### src/rtl/mux_rr_arbiter_pkg.sv
// Shared types and constants for the four-requester round-robin mux arbiter.
// Holds the FSM state encoding, the requester indices and the hold-counter width.
package mux_rr_arbiter_pkg;

  localparam int NUM_REQ = 4;
  localparam int HOLD_W  = 4;

  localparam logic [1:0] IDX_A = 2'd0;
  localparam logic [1:0] IDX_B = 2'd1;
  localparam logic [1:0] IDX_C = 2'd2;
  localparam logic [1:0] IDX_D = 2'd3;

  typedef enum logic {
    IDLE  = 1'b0,
    GRANT = 1'b1
  } arb_state_t;

endpackage

### src/rtl/mux_rr_arbiter_if.sv
// Requester/datapath bundle between four requesters and the arbiter; master = requester side.
// No backpressure: requests are level-held, and the arbiter outputs are registered.
interface mux_rr_arbiter_if #(
  parameter int WIDTH = 4
);
  import mux_rr_arbiter_pkg::*;

  logic [NUM_REQ-1:0] req;
  logic [WIDTH-1:0]   data_a;
  logic [WIDTH-1:0]   data_b;
  logic [WIDTH-1:0]   data_c;
  logic [WIDTH-1:0]   data_d;
  logic [NUM_REQ-1:0] grant;
  logic [1:0]         sel;
  logic               enable;
  logic [WIDTH-1:0]   y;
  logic               y_valid;

  modport master (
    output req, data_a, data_b, data_c, data_d,
    input  grant, sel, enable, y, y_valid
  );

  modport slave (
    input  req, data_a, data_b, data_c, data_d,
    output grant, sel, enable, y, y_valid
  );

endinterface

### src/rtl/mux_rr_arbiter_rr_pick.sv
// Combinational round-robin search of req starting at ptr; zero latency.
// No state and no backpressure; any=0 means nothing is requesting.
module mux_rr_arbiter_rr_pick
  import mux_rr_arbiter_pkg::*;
(
  input  logic [NUM_REQ-1:0] req,
  input  logic [1:0]         ptr,
  output logic               any,
  output logic [1:0]         winner,
  output logic [NUM_REQ-1:0] winner_onehot
);

  logic [1:0] idx;
  logic       found;

  always_comb begin
    winner        = ptr;
    winner_onehot = '0;
    found         = 1'b0;
    idx           = ptr;
    for (int i = 0; i < NUM_REQ; i++) begin
      idx = ptr + 2'(i);
      if (!found && req[idx]) begin
        found  = 1'b1;
        winner = idx;
      end
    end
    if (found) begin
      winner_onehot[winner] = 1'b1;
    end
    any = found;
  end

endmodule

### src/rtl/mux_rr_arbiter.sv
// Round-robin owner of a shared 4:1 datapath; grant/sel/enable one cycle after req, y one more.
// No backpressure: an owner keeps the datapath until it drops req or hits MAX_HOLD with others waiting.
module mux_rr_arbiter
  import mux_rr_arbiter_pkg::*;
#(
  parameter int WIDTH    = 4,
  parameter int MAX_HOLD = 4
) (
  input  logic              clk,
  input  logic              rst_n,
  mux_rr_arbiter_if.slave   bus
);

  localparam logic [HOLD_W-1:0] HOLD_MAX = HOLD_W'(MAX_HOLD);

  arb_state_t         state, state_nxt;
  logic [NUM_REQ-1:0] grant_q, grant_nxt;
  logic [1:0]         sel_q, sel_nxt;
  logic               enable_q, enable_nxt;
  logic [1:0]         ptr, ptr_nxt;
  logic [HOLD_W-1:0]  hold_cnt, hold_nxt;
  logic [WIDTH-1:0]   y_q, data_sel;
  logic               y_valid_q;

  logic               pick_any;
  logic [1:0]         pick_winner;
  logic [NUM_REQ-1:0] pick_onehot;
  logic               others_any;
  logic               take;

  mux_rr_arbiter_rr_pick u_pick (
    .req           (bus.req),
    .ptr           (ptr),
    .any           (pick_any),
    .winner        (pick_winner),
    .winner_onehot (pick_onehot)
  );

  assign others_any = |(bus.req & ~grant_q);

  // A forced release can use the plain pick: ptr already sits past the owner,
  // so the owner is searched last and any other requester wins first.
  always_comb begin
    state_nxt  = state;
    grant_nxt  = grant_q;
    sel_nxt    = sel_q;
    enable_nxt = enable_q;
    hold_nxt   = hold_cnt;
    ptr_nxt    = ptr;
    take       = 1'b0;
    case (state)
      IDLE: begin
        grant_nxt  = '0;
        enable_nxt = 1'b0;
        take       = pick_any;
      end
      GRANT: begin
        if (!bus.req[sel_q]) begin
          if (pick_any) begin
            take = 1'b1;
          end else begin
            state_nxt  = IDLE;
            grant_nxt  = '0;
            enable_nxt = 1'b0;
            hold_nxt   = '0;
          end
        end else if (hold_cnt >= HOLD_MAX) begin
          if (others_any) begin
            take = 1'b1;
          end else begin
            hold_nxt = HOLD_W'(1);
          end
        end else begin
          hold_nxt = hold_cnt + HOLD_W'(1);
        end
      end
      default: begin
        state_nxt  = IDLE;
        grant_nxt  = '0;
        enable_nxt = 1'b0;
      end
    endcase
    if (take) begin
      state_nxt  = GRANT;
      grant_nxt  = pick_onehot;
      sel_nxt    = pick_winner;
      enable_nxt = 1'b1;
      hold_nxt   = HOLD_W'(1);
      ptr_nxt    = pick_winner + 2'd1;
    end
  end

  always_ff @(posedge clk) begin
    if (!rst_n) begin
      state    <= IDLE;
      grant_q  <= '0;
      sel_q    <= IDX_A;
      enable_q <= 1'b0;
      ptr      <= IDX_A;
      hold_cnt <= '0;
    end else begin
      state    <= state_nxt;
      grant_q  <= grant_nxt;
      sel_q    <= sel_nxt;
      enable_q <= enable_nxt;
      ptr      <= ptr_nxt;
      hold_cnt <= hold_nxt;
    end
  end

  always_comb begin
    data_sel = bus.data_a;
    case (sel_q)
      IDX_A:   data_sel = bus.data_a;
      IDX_B:   data_sel = bus.data_b;
      IDX_C:   data_sel = bus.data_c;
      IDX_D:   data_sel = bus.data_d;
      default: data_sel = bus.data_a;
    endcase
  end

  always_ff @(posedge clk) begin
    if (!rst_n) begin
      y_q       <= '0;
      y_valid_q <= 1'b0;
    end else begin
      if (enable_q) begin
        y_q <= data_sel;
      end
      y_valid_q <= enable_q;
    end
  end

  assign bus.grant   = grant_q;
  assign bus.sel     = sel_q;
  assign bus.enable  = enable_q;
  assign bus.y       = y_q;
  assign bus.y_valid = y_valid_q;

endmodule

### src/flat_wrapper.sv
// flat-port wrapper written by rule: the top's interface ports become plain ports
module mux_rr_arbiter_flat import mux_rr_arbiter_pkg::*;
#(
  parameter int WIDTH    = 4,
  parameter int MAX_HOLD = 4
)
  (clk, rst_n, bus_req, bus_data_a, bus_data_b, bus_data_c, bus_data_d, bus_grant, bus_sel, bus_enable, bus_y, bus_y_valid);
  mux_rr_arbiter_if #(.WIDTH(WIDTH)) bus_i ();
  input  logic clk;
  input  logic rst_n;
  input wire logic [$bits(bus_i.req)-1:0] bus_req;
  input wire logic [$bits(bus_i.data_a)-1:0] bus_data_a;
  input wire logic [$bits(bus_i.data_b)-1:0] bus_data_b;
  input wire logic [$bits(bus_i.data_c)-1:0] bus_data_c;
  input wire logic [$bits(bus_i.data_d)-1:0] bus_data_d;
  output wire logic [$bits(bus_i.grant)-1:0] bus_grant;
  output wire logic [$bits(bus_i.sel)-1:0] bus_sel;
  output wire logic [$bits(bus_i.enable)-1:0] bus_enable;
  output wire logic [$bits(bus_i.y)-1:0] bus_y;
  output wire logic [$bits(bus_i.y_valid)-1:0] bus_y_valid;
  assign bus_i.req = bus_req;
  assign bus_i.data_a = bus_data_a;
  assign bus_i.data_b = bus_data_b;
  assign bus_i.data_c = bus_data_c;
  assign bus_i.data_d = bus_data_d;
  assign bus_grant = bus_i.grant;
  assign bus_sel = bus_i.sel;
  assign bus_enable = bus_i.enable;
  assign bus_y = bus_i.y;
  assign bus_y_valid = bus_i.y_valid;
  mux_rr_arbiter #(.WIDTH(WIDTH), .MAX_HOLD(MAX_HOLD)) u_core (.clk(clk), .rst_n(rst_n), .bus(bus_i));
endmodule
### config.mk
export PLATFORM = sky130hd
export DESIGN_NAME = mux_rr_arbiter_flat
export DESIGN_NICKNAME = d
export VERILOG_FILES = /design/src/rtl/mux_rr_arbiter_pkg.sv /design/src/rtl/mux_rr_arbiter_if.sv /design/src/rtl/mux_rr_arbiter_rr_pick.sv /design/src/rtl/mux_rr_arbiter.sv /design/src/flat_wrapper.sv
export SDC_FILE = /design/constraint.sdc
export NUM_CORES = 1
export LEC_CHECK = 0
export BUFFER_PORTS_ARGS = -buffer_cell sky130_fd_sc_hd__buf_4
export CAP_MARGIN = 20
export CORE_UTILIZATION = 54
export DETAILED_ROUTE_END_ITERATION = 8
export GPL_TIMING_DRIVEN = 1
export PLACE_DENSITY = 0.91
export SLEW_MARGIN = 30
export SYNTH_ARGS = -nofsm -noshare
export SYNTH_HDL_FRONTEND = slang
export SYNTH_SLANG_ARGS = --single-unit
### constraint.sdc
create_clock -name clk -period 3.65 [get_ports clk]
set_input_delay 0.9125 -clock clk [delete_from_list [all_inputs] [get_ports clk]]
set_output_delay 0.9125 -clock clk [all_outputs]
set_load 0.01 [all_outputs]
==> results.toml <==
[outcome]
status = "finished clean"

[flow_run]
maxCapViolations = 0

[power_and_ir_drop]
power_frac_seq_pct = 44.8
power_frac_comb_pct = 38.6
swShare_pct = 34.4
power_uw = 639
vdd_drop_max_mv = 0.294
p_per_area_nw_per_um2 = 443
p_sw_uw = 220
pwr-share-clk_pct = 16.6
cellLeakagePower_nw = 0.626
intPower_uw = 419

[clock_network]
ctsRootBufferMaster = "clkbuf_4"
h-tree-depth = 1
clk_latency_ns = 0.30
cts_buffers = 3
clockBufferDepth = 2
path_clk_slew_ns = 0.10
cts_setup_buffers = 0
cts.sinks = 19
cts_tree = "built"
cts-resized-gates = 0
cts_hold_buf = 0

[synthesis]
yosys_warnings = 0
yosys.cell_types.count = 39
ys_ff_latch = 19
yosys.area.top_type_share_pct = 32.0
syn-num-nets = 146
synth_edf_count = 0
synthArstFlopShare_pct = 0
ys_seq_area_share_pct = 32.0
syn_area_um2 = 1190
synth_cells = 119
yosys.area.top_type = "dfxtp_1"
syn_area_per_cell_um2 = 9.98
synth_area_leaders = "dfxtp_1, mux4_1, mux2i_1"
ys.flop_type = "dfxtp_1"

[sta]
worstMarginPinSlew_ns = 0.588
drv_slew = 0
rsz0062_at_grt = "false"
fmax_ghz = 0.479
layout_min_cycle_time_ns = 2.09
finalHoldViolCount = 0
setup_tns_ns = 0
fin_skew_ns = 0.00356
finalSetupViolCount = 0
period_share_pct = 57.2
slew-limit-headroom_pct = 60.4

[finish]
final_cell_mix = "buf_4, dfxtp_1, nor2_1"
final_common_cell = "buf_4"
diodes = 0
nNetsFinal = 176
drive_gt1_share_pct = 30.4
stdcell_count = 175
syn_to_final_growth_pct = 21.4

[detailed_routing]
drc_errors = 0
dr.pass1.iters = 4
via_per_inst = 6.22
finalWirelength_mm = 2.91
drtIter0Drc = 26
wire_per_inst_um = 16.6
route.vias.total = 1088
ant_nets = 0

[floorplan]
ios = 34
std_cell_rows = 16
initial_core_util_pct = 58.7
core_um2 = 2020
die_y_um = 48.9
dieArea_um2 = 2390
die_w_um = 48.9

[critical_path]
arrival_ns = 1.17
path_delay_family = "flip-flops"
endpoint_kind = "output port"
crit_path_cell_trace = "buf_4"
cp_max_fo = 9
worst_path_max_delay_cell = "dfxtp_1"
path_class = "flip-flop to output port"
cp.required_ns = 2.74
path_buf_inv = 1
startpoint_type = "flip-flop"
max_stage_delay_ns = 0.66

[global_route]
grt_use_total_pct = 27.1
antenna_found_initial = 0
grt_first_pass_wirelength_mm = 4.79
grt_max_degree = 15
grt_pass1_vias = 1034
grt_remaining_overflow = 0

[placed_design]
hpwl_mm = 2.22
port-buffer-count = 33
gp_congestion = 0.920
place_inst = 171

[min_path]
hp-class = "flip-flop to flip-flop"
[cell usage after synthesis (2+ instances only)]
library cell / count
buf_4: 2
a21oi_1: 8
or2b_1: 2
dfxtp_1: 19
ha_1: 5
nand3_1: 7
nand2_1: 7
mux2i_1: 8
nor2b_1: 4
clkbuf_1: 3
mux4_1: 5
or2b_2: 2
nand3b_1: 2
buf_6: 2
o211ai_1: 4
nor2_1: 11
mux2_4: 2
and2_1: 2
inv_1: 4
[per-layer routing]
| metal | global-route usage, % | vias to the layer above | share of wire [%] |
|---|---|---|---|
| met3 | 6.23 | 11 | 6.2 |
| met4 | 16.7 | 0 | 2.9 |
| met2 | 44.4 | 52 | 50 |
| li1 | - | 498 | - |
| met1 | 32.0 | 527 | 41 |
| met5 | 0 | - | 0 |
[worst paths after layout]
check | start | endpoint | slack, ns | depth (start not counted)
hold reg to reg | u_core.hold_cnt[3]$_SDFFE_PP0P_ | u_core.hold_cnt[3]$_SDFFE_PP0P_ | 0.47 | 2
setup / recovery | u_core.bus.sel[0]$_SDFFE_PN0P_ | bus_sel[0] | 1.56 | 1
hold / removal | u_core.hold_cnt[3]$_SDFFE_PP0P_ | u_core.hold_cnt[3]$_SDFFE_PP0P_ | 0.47 | 2
setup reg to reg | u_core.bus.sel[0]$_SDFFE_PN0P_ | u_core.bus.sel[1]$_SDFFE_PN0P_ | 1.75 | 4
[kinds of logic (layout without fill, tap and decap cells)]
kind of cell,after synthesis,in the layout,synth area share [%]
muxes,16,16,22.2
buffers and inverters,12,41,5.79
and+or+nand+nor,43,43,19.1
AOI/OAI and AO/OA,24,24,15.6
adders and majority gates,5,5,5.27
DFF,19,19,32.0
[sequential cells by signal (all words and copies together), names as in the netlist]
signal,cells
u_core.bus.grant,4
u_core.bus.y,4
u_core.hold_cnt,4
u_core.bus.sel,2
u_core.ptr,2
u_core.bus.enable,1
u_core.bus.y_valid,1
u_core.state,1
[metrics by stage]
step,hold slack [ns],setup slack [ns],utilization [%],instance area [um^2]
finish,0.471,1.56,71.3,1440
global route,0.503,1.50,71.3,1440
CTS,0.476,1.57,71.3,1440
detailed placement,0.460,1.28,70.0,1420
global placement,0.428,1.35,70.0,1420
floorplan,0.414,1.43,-,1190
[tightest hold or removal path: stages (launching register included)]
cell,delay (ns)
dfxtp_1,0.32
nand2_1,0.06
nor3_1,0.05
[cell type report]
| type | count | area [um^2] |
|---|---|---|
| Multi-Input combinational cell | 88 | 738 |
| Tap cell | 27 | 33.8 |
| Clock buffer | 4 | 26.3 |
| Inverter | 4 | 15.0 |
| Sequential cell | 19 | 380 |
| Fill cell | 160 | 581 |
| Timing Repair Buffer | 33 | 248 |
[power by group through the flow]
| stage | registers [mW] | clock network [mW] | logic, mW |
|---|---|---|---|
| finish | 0.286 | 0.106 | 0.247 |
| global route | 0.292 | 0.120 | 0.272 |
| CTS | 0.285 | 0.109 | 0.246 |
| detailed placement | 0.289 | 0 | 0.246 |
| global placement | 0.286 | 0 | 0.233 |
| floorplan | 0.275 | 0 | 0.178 |
Power figures use the tool's default switching activity.
